### src/rtl/chunked_serial_adder.sv
// rtl/chunked_serial_adder.sv - multi-cycle adder, CHUNK bits per clock with registered carry
// Produces x+y+cin, carry-out and signed overflow behind valid/ready handshakes.

module chunked_serial_adder #(
   parameter int WIDTH = 16,
   parameter int CHUNK = 4
) (
   input  logic             clk,
   input  logic             rst_n,
   input  logic             in_valid,
   output logic             in_ready,
   input  logic [WIDTH-1:0] x,
   input  logic [WIDTH-1:0] y,
   input  logic             cin,
   output logic             out_valid,
   input  logic             out_ready,
   output logic [WIDTH-1:0] s,
   output logic             c,
   output logic             ovf
);

   localparam int NCHUNK = WIDTH / CHUNK;
   localparam int IDXW   = (NCHUNK > 1) ? $clog2(NCHUNK) : 1;
   localparam logic [IDXW-1:0] LAST_IDX = IDXW'(NCHUNK - 1);

   typedef enum logic [1:0] {IDLE, CALC, DONE} state_t;

   state_t                          state_q, state_d;
   logic [NCHUNK-1:0][CHUNK-1:0]    x_q, x_d;
   logic [NCHUNK-1:0][CHUNK-1:0]    y_q, y_d;
   logic [NCHUNK-1:0][CHUNK-1:0]    s_q, s_d;
   logic                            carry_q, carry_d;
   logic [IDXW-1:0]                 idx_q, idx_d;
   logic                            c_q, c_d;
   logic                            ovf_q, ovf_d;

   logic [CHUNK-1:0]                x_chunk, y_chunk;
   logic [CHUNK:0]                  chunk_sum;

   // The chunk MSB of the last chunk is the word MSB, so carry-into-MSB is recovered from sum bit.
   always_comb begin
      x_chunk   = x_q[idx_q];
      y_chunk   = y_q[idx_q];
      chunk_sum = {1'b0, x_chunk} + {1'b0, y_chunk} + {{CHUNK{1'b0}}, carry_q};
   end

   always_comb begin
      state_d = state_q;
      x_d     = x_q;
      y_d     = y_q;
      s_d     = s_q;
      carry_d = carry_q;
      idx_d   = idx_q;
      c_d     = c_q;
      ovf_d   = ovf_q;
      case (state_q)
         IDLE: begin
            if (in_valid) begin
               x_d     = x;
               y_d     = y;
               carry_d = cin;
               idx_d   = '0;
               state_d = CALC;
            end
         end
         CALC: begin
            s_d[idx_q] = chunk_sum[CHUNK-1:0];
            carry_d    = chunk_sum[CHUNK];
            if (idx_q == LAST_IDX) begin
               c_d     = chunk_sum[CHUNK];
               ovf_d   = x_chunk[CHUNK-1] ^ y_chunk[CHUNK-1] ^ chunk_sum[CHUNK-1] ^ chunk_sum[CHUNK];
               idx_d   = '0;
               state_d = DONE;
            end else begin
               idx_d = idx_q + IDXW'(1);
            end
         end
         DONE: begin
            if (out_ready) state_d = IDLE;
         end
         default: state_d = IDLE;
      endcase
   end

   always_ff @(posedge clk or negedge rst_n) begin
      if (!rst_n) begin
         state_q <= IDLE;
         x_q     <= '0;
         y_q     <= '0;
         s_q     <= '0;
         carry_q <= 1'b0;
         idx_q   <= '0;
         c_q     <= 1'b0;
         ovf_q   <= 1'b0;
      end else begin
         state_q <= state_d;
         x_q     <= x_d;
         y_q     <= y_d;
         s_q     <= s_d;
         carry_q <= carry_d;
         idx_q   <= idx_d;
         c_q     <= c_d;
         ovf_q   <= ovf_d;
      end
   end

   assign in_ready  = (state_q == IDLE);
   assign out_valid = (state_q == DONE);
   assign s         = s_q;
   assign c         = c_q;
   assign ovf       = ovf_q;

endmodule

### config.mk
export PLATFORM = sky130hd
export DESIGN_NAME = chunked_serial_adder
export DESIGN_NICKNAME = d
export VERILOG_FILES = /design/src/rtl/chunked_serial_adder.sv
export SDC_FILE = /design/constraint.sdc
export NUM_CORES = 1
export LEC_CHECK = 0
export CORE_MARGIN = 3
export CORE_UTILIZATION = 45
export DETAILED_ROUTE_END_ITERATION = 8
export PLACE_DENSITY = 0.74
export SLEW_MARGIN = 20
export SYNTH_ARGS = -nofsm -noshare
export SYNTH_HDL_FRONTEND = slang
export SYNTH_SLANG_ARGS = --single-unit
### constraint.sdc
create_clock -name clk -period 2.3 [get_ports clk]
set_input_delay 0.46 -clock clk [delete_from_list [all_inputs] [get_ports clk]]
set_output_delay 0.46 -clock clk [all_outputs]
set_load 0.01 [all_outputs]
# Word level (Yosys, flattened, before mapping)
# Cells that the tools add are included.
# op_classes
magnitude_cmp	2
reduce_logical	7
eq_ne	6
n_bitwise	3
muxes	16
add_sub_neg	3
# ops
operator	n
$bmux 4 s2	2
$bwmux 16	1
$mux 4	3
$mux 2	5
$demux 4 s2	1
$pmux 2 s3	1
$reduce_and 2->1	3
$add 4x4->5	1
$add 5x1->5	1
$eq 2x2->1 const B	2
$ne 2x2->1 const B	2
$pmux 2 s2	1
$lt 2x3->1 const B	1
$reduce_and 3->1	1
$xor 1x1->1	3
$add 2x1->2 const B	1
$eq 2x1->1 const B	1
$ge 2x1->1 const B	1
$logic_not 2->1	1
$ne 2x1->1 const B	1
$pmux 1 s2	1
$reduce_bool 2->1	1
$logic_and 1x1->1	1
$mux 1	1
# totals
reg_bits	55
wordCells	54
out_inout_bits	20
in_bits	37

# Logic depth before layout (Yosys ltp)
# depth
depth_word	6
mapped_depth	10
mapped_depth_nobuf	9

# Least setup slack after synthesis
# Ideal clock, no wire load.
# synth_path
path_type	register to register
from	reg idx_q[0]
to	reg ovf_q (netlist: ovf)
synth_period_minus_slack_ns	2.496
setup_slack_ns	-0.196
path_buffers	1
setup_ns	0.121
t_arrival_ns	2.375
t_required_ns	2.179
path_stages_with_launch	11
path_cell_list	dfrtp_1 > buf_4 > mux4_2 > inv_1 > fa_1 > inv_1 > fa_1 > a21o_1 > a21oi_1 > xor2_1 > o21ai_1
# synth_between
elab_chain_cells	6
elab_cells_between_ends	11
cone_classes	2 x add/sub; 1 x eq/ne; 4 x mux; 3 x bitwise; 1 x reduce/logical
# synth_rtl
element	line_no	source
start: declaration	33	logic [IDXW-1:0] idx_q, idx_d;
start signal: assignment	101	idx_q <= idx_d;
$bmux 4 s2, on equally long branches	42, 43	
$mux 4, on equally long branches	42, 43	
$add 4x4->5	44	chunk_sum = {1'b0, x_chunk} + {1'b0, y_chunk} + {{CHUNK{1'b0}}, carry_q};
$add 5x1->5	44	
$xor 1x1->1 (2 in series)	71	ovf_d = x_chunk[CHUNK-1] ^ y_chunk[CHUNK-1] ^ chunk_sum[CHUNK-1] ^ chunk_sum[CHUNK];
end signal: assignment	103	ovf_q <= ovf_d;
end: declaration	35	logic ovf_q, ovf_d;
# Parallel ways exist; a longest one is shown, timed or not. The select of a mux whose other input is x is not followed.
# A chain may end at the register's enable or synchronous reset.

# Worst setup path after layout
# Ends and elaborated chain as after synthesis.

==> qor.tcl <==
set qor(final_cells) 378
set qor(compound_cell_area_share_of_the_yosys_netlist) 0.0502
set qor(synthesized_area_fraction_occupied_by_and_or_nand_nor_cells) 0.206
set qor(postSynthRegisterBits) 55
set qor(power_density_mw_per_mm2) 1530
set qor(placement.setup.worst_slack_ns) -0.0147
set qor(htreeDepth) 2
set qor(worstPathBufferInverterCount) 2
set qor(cts_tree) {built}
set qor(ys_async_sr_fraction) 1.00
set qor(crit_required_ns) 2.49
set qor(mux_share_of_post_synthesis_cell_area) 0.0963
set qor(clock_tree.buffer_depth) 2
set qor(design.die.area_mm2) 0.00647
set qor(syn-num-nets) 290
set qor(antenna_found_initial) 0
set qor(routedWlPerCell_um) 13.6
set qor(routability_congestion) 0.758
set qor(critical_path.max_fanout) 4
set qor(fp.coreArea_mm2) 0.00524
set qor(synth_area_leader_cell) {sky130_fd_sc_hd__dfrtp_1}
set qor(area_growth_syn_to_fin_pct) 31.4
set qor(cpPeakStageDelay_ns) 0.52
set qor(setup_repair_after_global_routing_missed_its_margin) {yes}
set qor(yosys.area_share.xor_xnor) 0.0105
set qor(timing.fmax_mhz) 438
set qor(post_route_fraction_of_the_period_consumed_by_the_critical_path) 0.992
set qor(maxCapViolCount) 0
set qor(seq_area_frac_synth) 0.552
set qor(initial_utilization) 0.476
set qor(global_route_wire_length_before_repair_mm) 8.71
set qor(slew_worst_pin_ns) 0.602
set qor(finalHoldViolCount) 0
set qor(num_vias) 1841
set qor(setup_violations) 0
set qor(cts-hold-fix-buffers) 0
set qor(min-delay-path-class) {primary input to asynchronous set/reset pin}
set qor(fin_total_pwr_mw) 5.01
set qor(post-dp-hpwl_mm) 3.94
set qor(netSwitchingPower_mw) 1.96
set qor(final_design_area_no_fill_mm2) 0.00328
set qor(cts_root_buffer) {sky130_fd_sc_hd__clkbuf_8}
set qor(synth.yosys.warnings) 0
set qor(postPlaceCellArea_mm2) 0.00317
set qor(drtPass1Iterations) 4
set qor(count_of_boundary_i_o_pins) 57
set qor(worst_setup_path_class) {register to register}
set qor(placed_cells_incl_taps) 369
set qor(numPortBuffers) 56
set qor(viasPerCell) 4.87
set qor(syn_inst) 244
set qor(combinational_family_with_the_most_area_after_synthesis) {simple AND/OR/NAND/NOR gates}
set qor(fin_hold_ws_ns) 0.153
set qor(grt.total_usage) 0.176
set qor(final_nets) 353
set qor(globalRouteOverflowTotal) 0
set qor(synth-adder-area-share) 0.0512
set qor(synth_enable_flop_cells) 0
set qor(pwr-share-comb) 0.556
set qor(final_critical_path_setup_slack_ns) 0.0189
set qor(max-slew-margin-rel) 0.598
set qor(number_of_global_route_vias_before_repair) 1871
set qor(drtAntennaViolNets) 0
set qor(syn_avg_cell_area_um2) 10.2
set qor(cts_bufs_inserted) 5
set qor(yosys-top-cells-area) {sky130_fd_sc_hd__dfrtp_1 (55%), sky130_fd_sc_hd__nand2_1 (17%), sky130_fd_sc_hd__mux4_2 (7.2%), sky130_fd_sc_hd__ha_1 (3.5%), sky130_fd_sc_hd__o21ai_0 (2.6%)}
set qor(dominant_cell_by_count_in_the_synthesized_netlist) {sky130_fd_sc_hd__nand2_1}
set qor(tns_ns) 0
set qor(clock_transition_at_path_regs_ns) 0.09
set qor(synth-main-ff-cell) {sky130_fd_sc_hd__dfrtp_1}
set qor(vdd_ir_drop_max_mv) 0.631
set qor(critical-path-top-delay-family) {adder cells}
set qor(ordered_list_of_cells_on_the_worst_path) {mux4_2, inv_2, fa_2, inv_2, fa_2, a21o_1, a21oi_2, xor2_1, o21ai_1}
set qor(antenna_cells) 0
set qor(critical-path-slowest-cell) {sky130_fd_sc_hd__mux4_2}
set qor(synthDistinctLibCells) 26
set qor(timing.final.max_slew_violations) 0
set qor(clockPowerShare) 0.100
set qor(grt_start_max_net_pins) 34
set qor(final_period_minus_worst_setup_slack_ns) 2.28
set qor(p_int_mw) 3.06
set qor(skew_pair_late_insertion_delay_ns) 0.30
set qor(cp-start-kind) {register}
set qor(die_h_um) 80.5
set qor(share_seq_of_total_power) 0.344
set qor(postRouteWirelength_mm) 5.14
set qor(utilization) 0.626
set qor(synth_top_area_share) 0.552
set qor(rows) 26
set qor(drc) 0
set qor(finClkSkew_ns) 0.00563
set qor(crit_arrival_ns) 2.47
set qor(run_status) {complete, no violations}
set qor(final_layout_size_suffix_gt1_frac) 0.143
set qor(synth.cells.most_frequent) {sky130_fd_sc_hd__nand2_1 (114), sky130_fd_sc_hd__dfrtp_1 (55), sky130_fd_sc_hd__o21ai_0 (13), sky130_fd_sc_hd__mux4_2 (8)}
set qor(cell_area_after_technology_mapping_mm2) 0.00249
set qor(netSwitchingFraction) 0.390
set qor(drt_iter0_markers) 71
set qor(power_leakage_nw) 1.60
set qor(cts.sink_count) 55
set qor(chipWidth_um) 80.5
set qor(kind_of_end_point_of_the_critical_path) {register}
## cell families (layout without fill, tap and decap cells)
kind of cell | Yosys count | count (layout)
xor gates and xnor gates | 3 | 3
muxes | 12 | 12
and+or+nand+nor | 125 | 125
AOI/OAI and AO/OA | 23 | 23
DFF | 55 | 55
buffers and inverters | 17 | 81
adders and majority gates | 9 | 9
## power groups by stage
stage	logic (mW)	registers [mW]	clock network, mW
finish	2.79	1.73	0.500
global route	3.09	1.79	0.563
CTS	2.73	1.73	0.519
detailed placement	2.66	1.74	0
global placement	2.55	1.73	0
floorplan	1.75	1.72	0
## worst paths after layout
kind | start | to | slack (ns) | depth (start not counted)
worst max-delay path | idx_q[0] | ovf | 0.02 | 9
worst min-delay path | rst_n | s[12] | 0.15 | 1
worst max register to register | idx_q[0] | ovf | 0.02 | 9
worst min register to register | x_q[15] | x_q[15] | 0.48 | 2
max in group asynchronous | rst_n | y_q[13] | 1.58 | 2
min in group clk | x_q[15] | x_q[15] | 0.48 | 2
## layer usage
layer  part of all wire  global-route usage
met1               0.45               0.231
met2               0.49               0.286
met3              0.045              0.0460
met4             0.0099              0.0507
met5                  0                   0
## placed cells by master, fill, tap and decap left out, types with 3 or more instances in the layout
cell / n
sky130_fd_sc_hd__clkdlybuf4s50_1: 55
sky130_fd_sc_hd__inv_1: 4
sky130_fd_sc_hd__nand2_4: 3
sky130_fd_sc_hd__clkbuf_8: 5
sky130_fd_sc_hd__nand2_1: 114
sky130_fd_sc_hd__inv_2: 3
sky130_fd_sc_hd__o21ai_0: 12
sky130_fd_sc_hd__buf_4: 9
sky130_fd_sc_hd__ha_1: 7
sky130_fd_sc_hd__o21ai_1: 4
sky130_fd_sc_hd__dfrtp_1: 54
sky130_fd_sc_hd__mux2_4: 4
sky130_fd_sc_hd__mux4_2: 8
## sequential cells by signal, summed over array words and instances, names as in the netlist
register,count
c,1
carry_q,1
idx_q,2
ovf,1
s,16
state_q,2
x_q,16
y_q,16
## area by class of cell
class | instances | area (um2)
Clock buffer | 7 | 76.3
Clock inverter | 1 | 5.00
Fill cell | 449 | 1960
Inverter | 7 | 26.3
Multi-Input combinational cell | 172 | 1060
Sequential cell | 55 | 1380
Tap cell | 70 | 87.6
Timing Repair Buffer | 66 | 643
## repair_timing
action | in CTS | in global routing
resized for setup | 5 | 3
setup buffers | 1 | 0
setup endpoints to repair | 6 | 11
pin swaps | 0 | 1
Note: power is estimated with default switching activity, not from simulation.
